### src/rtl/insn_decode.sv
// Registered RV32I instruction decoder: slices the fixed fields, builds the
// sign-extended immediate for the instruction's format and flags illegal encodings.
module insn_decode (
  input  logic        clk,
  input  logic        rst,
  input  logic        en,
  input  logic [31:0] insn,
  output logic [4:0]  opcode,
  output logic [6:0]  funct7,
  output logic [2:0]  funct3,
  output logic        invalid,
  output logic [4:0]  rd,
  output logic [4:0]  rs1,
  output logic [4:0]  rs2,
  output logic [31:0] imm
);

  localparam logic [4:0] OPC_LOAD   = 5'b00000;
  localparam logic [4:0] OPC_MISC   = 5'b00011;
  localparam logic [4:0] OPC_OP_IMM = 5'b00100;
  localparam logic [4:0] OPC_AUIPC  = 5'b00101;
  localparam logic [4:0] OPC_STORE  = 5'b01000;
  localparam logic [4:0] OPC_OP     = 5'b01100;
  localparam logic [4:0] OPC_LUI    = 5'b01101;
  localparam logic [4:0] OPC_BRANCH = 5'b11000;
  localparam logic [4:0] OPC_JALR   = 5'b11001;
  localparam logic [4:0] OPC_JAL    = 5'b11011;
  localparam logic [4:0] OPC_SYSTEM = 5'b11100;

  localparam logic [6:0] F7_ZERO = 7'b0000000;
  localparam logic [6:0] F7_ALT  = 7'b0100000;

  function automatic logic [31:0] decode_imm(input logic [31:0] w);
    logic [31:0] r;
    r = '0;
    case (w[6:2])
      OPC_OP_IMM, OPC_LOAD, OPC_JALR, OPC_SYSTEM:
        r = {{20{w[31]}}, w[31:20]};
      OPC_STORE:
        r = {{20{w[31]}}, w[31:25], w[11:7]};
      OPC_BRANCH:
        r = {{19{w[31]}}, w[31], w[7], w[30:25], w[11:8], 1'b0};
      OPC_LUI, OPC_AUIPC:
        r = {w[31:12], 12'b0};
      OPC_JAL:
        r = {{11{w[31]}}, w[31], w[19:12], w[20], w[30:21], 1'b0};
      default:
        r = '0;
    endcase
    return r;
  endfunction

  // M-extension and other non-base encodings fall out of the funct checks below.
  function automatic logic is_invalid(input logic [31:0] w);
    logic       bad;
    logic [2:0] f3;
    logic [6:0] f7;
    f3  = w[14:12];
    f7  = w[31:25];
    bad = (w[1:0] != 2'b11);
    case (w[6:2])
      OPC_OP:
        if (!((f7 == F7_ZERO) || ((f7 == F7_ALT) && ((f3 == 3'b000) || (f3 == 3'b101)))))
          bad = 1'b1;
      OPC_OP_IMM:
        if (((f3 == 3'b001) && (f7 != F7_ZERO)) ||
            ((f3 == 3'b101) && (f7 != F7_ZERO) && (f7 != F7_ALT)))
          bad = 1'b1;
      OPC_BRANCH:
        if ((f3 == 3'b010) || (f3 == 3'b011)) bad = 1'b1;
      OPC_LOAD:
        if ((f3 == 3'b011) || (f3 == 3'b110) || (f3 == 3'b111)) bad = 1'b1;
      OPC_STORE:
        if (f3 >= 3'b011) bad = 1'b1;
      OPC_JALR:
        if (f3 != 3'b000) bad = 1'b1;
      OPC_SYSTEM:
        if (f3 == 3'b100) bad = 1'b1;
      OPC_MISC, OPC_AUIPC, OPC_LUI, OPC_JAL: ;
      default:
        bad = 1'b1;
    endcase
    return bad;
  endfunction

  logic [4:0]  opcode_d, opcode_q;
  logic [6:0]  funct7_d, funct7_q;
  logic [2:0]  funct3_d, funct3_q;
  logic        invalid_d, invalid_q;
  logic [4:0]  rd_d, rd_q;
  logic [4:0]  rs1_d, rs1_q;
  logic [4:0]  rs2_d, rs2_q;
  logic [31:0] imm_d, imm_q;

  always_comb begin
    opcode_d  = insn[6:2];
    funct7_d  = insn[31:25];
    funct3_d  = insn[14:12];
    rd_d      = insn[11:7];
    rs1_d     = insn[19:15];
    rs2_d     = insn[24:20];
    imm_d     = decode_imm(insn);
    invalid_d = is_invalid(insn);
  end

  // Decode register: reset clears everything, en gates capture, otherwise hold.
  always_ff @(posedge clk) begin
    if (rst) begin
      opcode_q  <= '0;
      funct7_q  <= '0;
      funct3_q  <= '0;
      invalid_q <= 1'b0;
      rd_q      <= '0;
      rs1_q     <= '0;
      rs2_q     <= '0;
      imm_q     <= '0;
    end else if (en) begin
      opcode_q  <= opcode_d;
      funct7_q  <= funct7_d;
      funct3_q  <= funct3_d;
      invalid_q <= invalid_d;
      rd_q      <= rd_d;
      rs1_q     <= rs1_d;
      rs2_q     <= rs2_d;
      imm_q     <= imm_d;
    end
  end

  assign opcode  = opcode_q;
  assign funct7  = funct7_q;
  assign funct3  = funct3_q;
  assign invalid = invalid_q;
  assign rd      = rd_q;
  assign rs1     = rs1_q;
  assign rs2     = rs2_q;
  assign imm     = imm_q;

endmodule

### config.mk
export PLATFORM = sky130hd
export DESIGN_NAME = insn_decode
export DESIGN_NICKNAME = d
export VERILOG_FILES = /design/src/rtl/insn_decode.sv
export SDC_FILE = /design/constraint.sdc
export NUM_CORES = 1
export LEC_CHECK = 0
export BUFFER_PORTS_ARGS = -buffer_cell sky130_fd_sc_hd__clkbuf_2
export CORE_UTILIZATION = 45
export DETAILED_ROUTE_END_ITERATION = 10
export PLACE_DENSITY = 0.82
export SLEW_MARGIN = 25
export SYNTH_ARGS = -nofsm -noshare
export SYNTH_HDL_FRONTEND = slang
export SYNTH_SLANG_ARGS = --single-unit
### constraint.sdc
create_clock -name clk -period 1.6 [get_ports clk]
set_input_delay 0.16 -clock clk [delete_from_list [all_inputs] [get_ports clk]]
set_output_delay 0.16 -clock clk [all_outputs]
set_load 0.05 [all_outputs]
==> metrics.md <==
| Metric | Value |
|---|---|
| Status | `completed` |
| Worst Hold Margin | `roughly 0.089 ns` |
| Routed via count | `2,592` |
| Crit start category | `input pin` |
| Largest net degree at the start of global routing | `20` |
| Mapped Avg Cell Area | `9.15 um2` |
| Worst vdd ir | `634 uV` |
| Syn. warnings | `0` |
| CTS Buffer Depth | `2` |
| Clock power frac | `0.350` |
| Max Clock Skew | `0 ns` |
| Starting density of the core | `0.472` |
| Final min period | `1.25 ns` |
| Root Buffer | `clkbuf_8` |
| Routed WL per cell | `14.2 um` |
| Most frequent cells in the layout | `97 x clkbuf_2, 63 x dfxtp_1, 44 x nor2_1, 31 x mux2i_1, 30 x a21oi_1` |
| Fin nets | `452` |
| Final Cycle Share | `0.778` |
| Yosys top cell area share | `0.449` |
| Number of distinct library cells after synthesis | `47` |
| Area delta synth->final | `30.3%` |
| Fillers | `508` |
| Number of buffers created by CTS | `9` |
| # rows | `28` |
| Die height | `81.0 um` |
| R2r setup slk | `0.87 ns` |
| PortBufs | `97` |
| EDFF count, synth | `0` |
| Wirelength, routed | `7080 um` |
| Die area | `6570 um2` |
| 1st-pass router iterations | `4` |
| Setup crit end kind | `flip-flop` |
| Cells after DPL | `481` |
| Final ANT Viol Nets | `0` |
| HPWL after DPL | `5390 um` |
| Placeable Area | `just under 6000 um2` |
| Resized cells post-CTS | `0` |
| First-pass GRT wire length | `11,100 um` |
| Finished Layout Cells | `497` |
| RSZ-0062 raised after global routing | `no` |
| CTS tree | `done` |
| Die width | `81.0 um` |
| Share of cells above drive strength 1 | `0.398` |
| Min-Delay Path Class | `input pin to flip-flop` |
| Hold Path End | `rs1[1]` |
| Leading cell type in the layout, fill and taps excluded | `clkbuf_2` |
| Max-Cap Viols | `0` |
| Reg2reg start | `imm[6]` |
| Number of I/O pins | `between 90 and 100` |
| NetSw | `roughly 0.0011 W` |
| Worst Path Arrival | `1.46 ns` |
| Async SR Flop Fraction | `0` |
| Synth Net Count | `roughly 340` |
| Max frequency | `803 MHz` |
| Total gr overflow | `0` |
| Critical Path RT | `~1.8 ns` |
| Sequential share of the synthesized area | `0.449` |
| Post-CTS Setup Repair Bufs | `0` |
| Fin Setup TNS | `0 ns` |
| Leakage | `1.71 nW` |
| Setup violators final | `0` |
| Setup Crit Path Kind | `input pin to flip-flop` |
| Drt drc | `0` |
| R2R Path End | `imm[6]` |
| Avg Vias per Cell | `5.22` |
| Area contributors post-synth | `dfxtp_1 45%, mux2i_1 11%, o21ai_2 6.2%` |
| Drt initial violations | `roughly 170` |
| # hold bufs at CTS | `0` |
| Flops & latches, synth | `63` |
| Sw Share | `0.308` |
| Main synth FF type | `dfxtp_1` |
| Worst slew pin tran | `0.603 ns` |
| Comb power frac | `0.188` |
| Clk sinks | `63` |
| Int Power | `0.00248 W` |
| Worst hold stages | `3` |
| Slew Limit Fails | `0` |
| H-tree Lvls | `3` |
| HP Start | `insn[16]` |
| Mapped Area | `2810 um2` |
| Worst setup path startpoint | `insn[25]` |
| Post-Syn Instances | `307` |
| Worst-path clk slew | `0.07 ns` |
| Share of total power in sequential cells | `0.462` |
| Max_slew headroom | `0.598` |
| Critical-path maximum fanout | `2` |
| Path depth of the worst reg2reg path | `3` |
| Vias in the first global route | `2,336` |
| Routability cong. | `0.903` |
| # diodes | `0` |
| Initial antenna violation count | `0` |
| Post-synth top area cell | `dfxtp_1` |
| Clk Latency, worst-skew pair | `0.33 ns` |
| Final hold viol count | `0` |
| Gr usage total | `0.223` |
| P per Cell Area | `978 nW/um2` |
-- cell usage after synthesis, types with 2 or more instances --
cell,instances
nor2b_1,10
a21oi_1,30
and2_1,2
nor3b_1,5
o21ai_1,7
mux2i_1,31
o21ai_2,20
a31oi_1,3
buf_6,3
nor3_1,4
nor2_1,45
buf_1,4
o21ai_0,2
a22oi_1,4
dfxtp_1,63
nand2b_1,2
clkbuf_1,6
buf_2,8
nand2_1,26
o211a_1,2
nand3_1,3
nand3b_1,2
-- layout make-up --
class,instances,area [um2],area share
repair buffers,121,691,0.189
multi-input cells,221,1430,0.390
well taps,75,93.8,0.0256
clock buffers,11,151,0.0413
flip-flops and latches,63,1260,0.344
inverters,1,3.75,0.00102
clock inverters,5,32.5,0.00888
-- worst max-delay path by stage --
stage                     endpoint  slack [ns]  depth (start not counted)
final                      invalid        0.35                          6
after global routing       imm[22]        0.20                          7
after CTS                  invalid        0.37                          6
after detailed placement   invalid        0.01                          6
after global placement     invalid        0.01                          6
after floorplan            invalid        0.21                          5
-- power by group through the flow --
stage / Combinational [W] / Clock [W] / Sequential, W
6_report: 0.000673 / 0.00125 / 0.00166
5_1_grt: 0.000718 / 0.00135 / 0.00166
4_1_cts: 0.000674 / 0.00128 / 0.00166
3_5_place_dp: 0.000672 / 0 / 0.00169
3_3_place_gp: 0.000659 / 0 / 0.00169
2_1_floorplan: 0.000255 / 0 / 0.00189
-- sequential cells by signal (all words and copies together) (netlist names) --
register and count:
invalid 1, funct3 3, rs2 5, rd 5
funct7 7, opcode 5, rs1 5, imm 32
-- kinds of logic after synthesis --
family / synth area share
DFF: 0.449
xor gates and xnor gates: 0.00312
buffers and inverters: 0.0436
muxes: 0.120
and+or+nand+nor: 0.195
AOI/OAI and AO/OA: 0.190
-- worst max-delay path, cell delays in order --
cell       delay (ns)
clkbuf_2         0.09
or4_4            0.56
a2111oi_2        0.32
o22ai_1          0.11
o311ai_1         0.10
a311oi_1         0.12
-- layer usage --
layer  part of all wire  GRT usage  vias to the layer above
li1                   -          -                     1298
met1               0.43      0.273                     1196
met2               0.50      0.368                       83
met3              0.050     0.0348                       15
met4              0.020      0.134                        0
met5                  0          0                        -
-- metrics by stage --
stage / utilization / total power (W) / area [um2] / setup WS (ns)
2_1_floorplan: - / 0.00215 / 2810 / 0.214
3_3_place_gp: 0.584 / 0.00235 / 3480 / 0.0146
3_5_place_dp: 0.584 / 0.00236 / 3480 / 0.0126
4_1_cts: 0.615 / 0.00361 / 3660 / 0.372
5_1_grt: 0.615 / 0.00373 / 3660 / 0.198
6_report: 0.615 / 0.00358 / 3660 / 0.355
(Power assumes the default switching activity.)
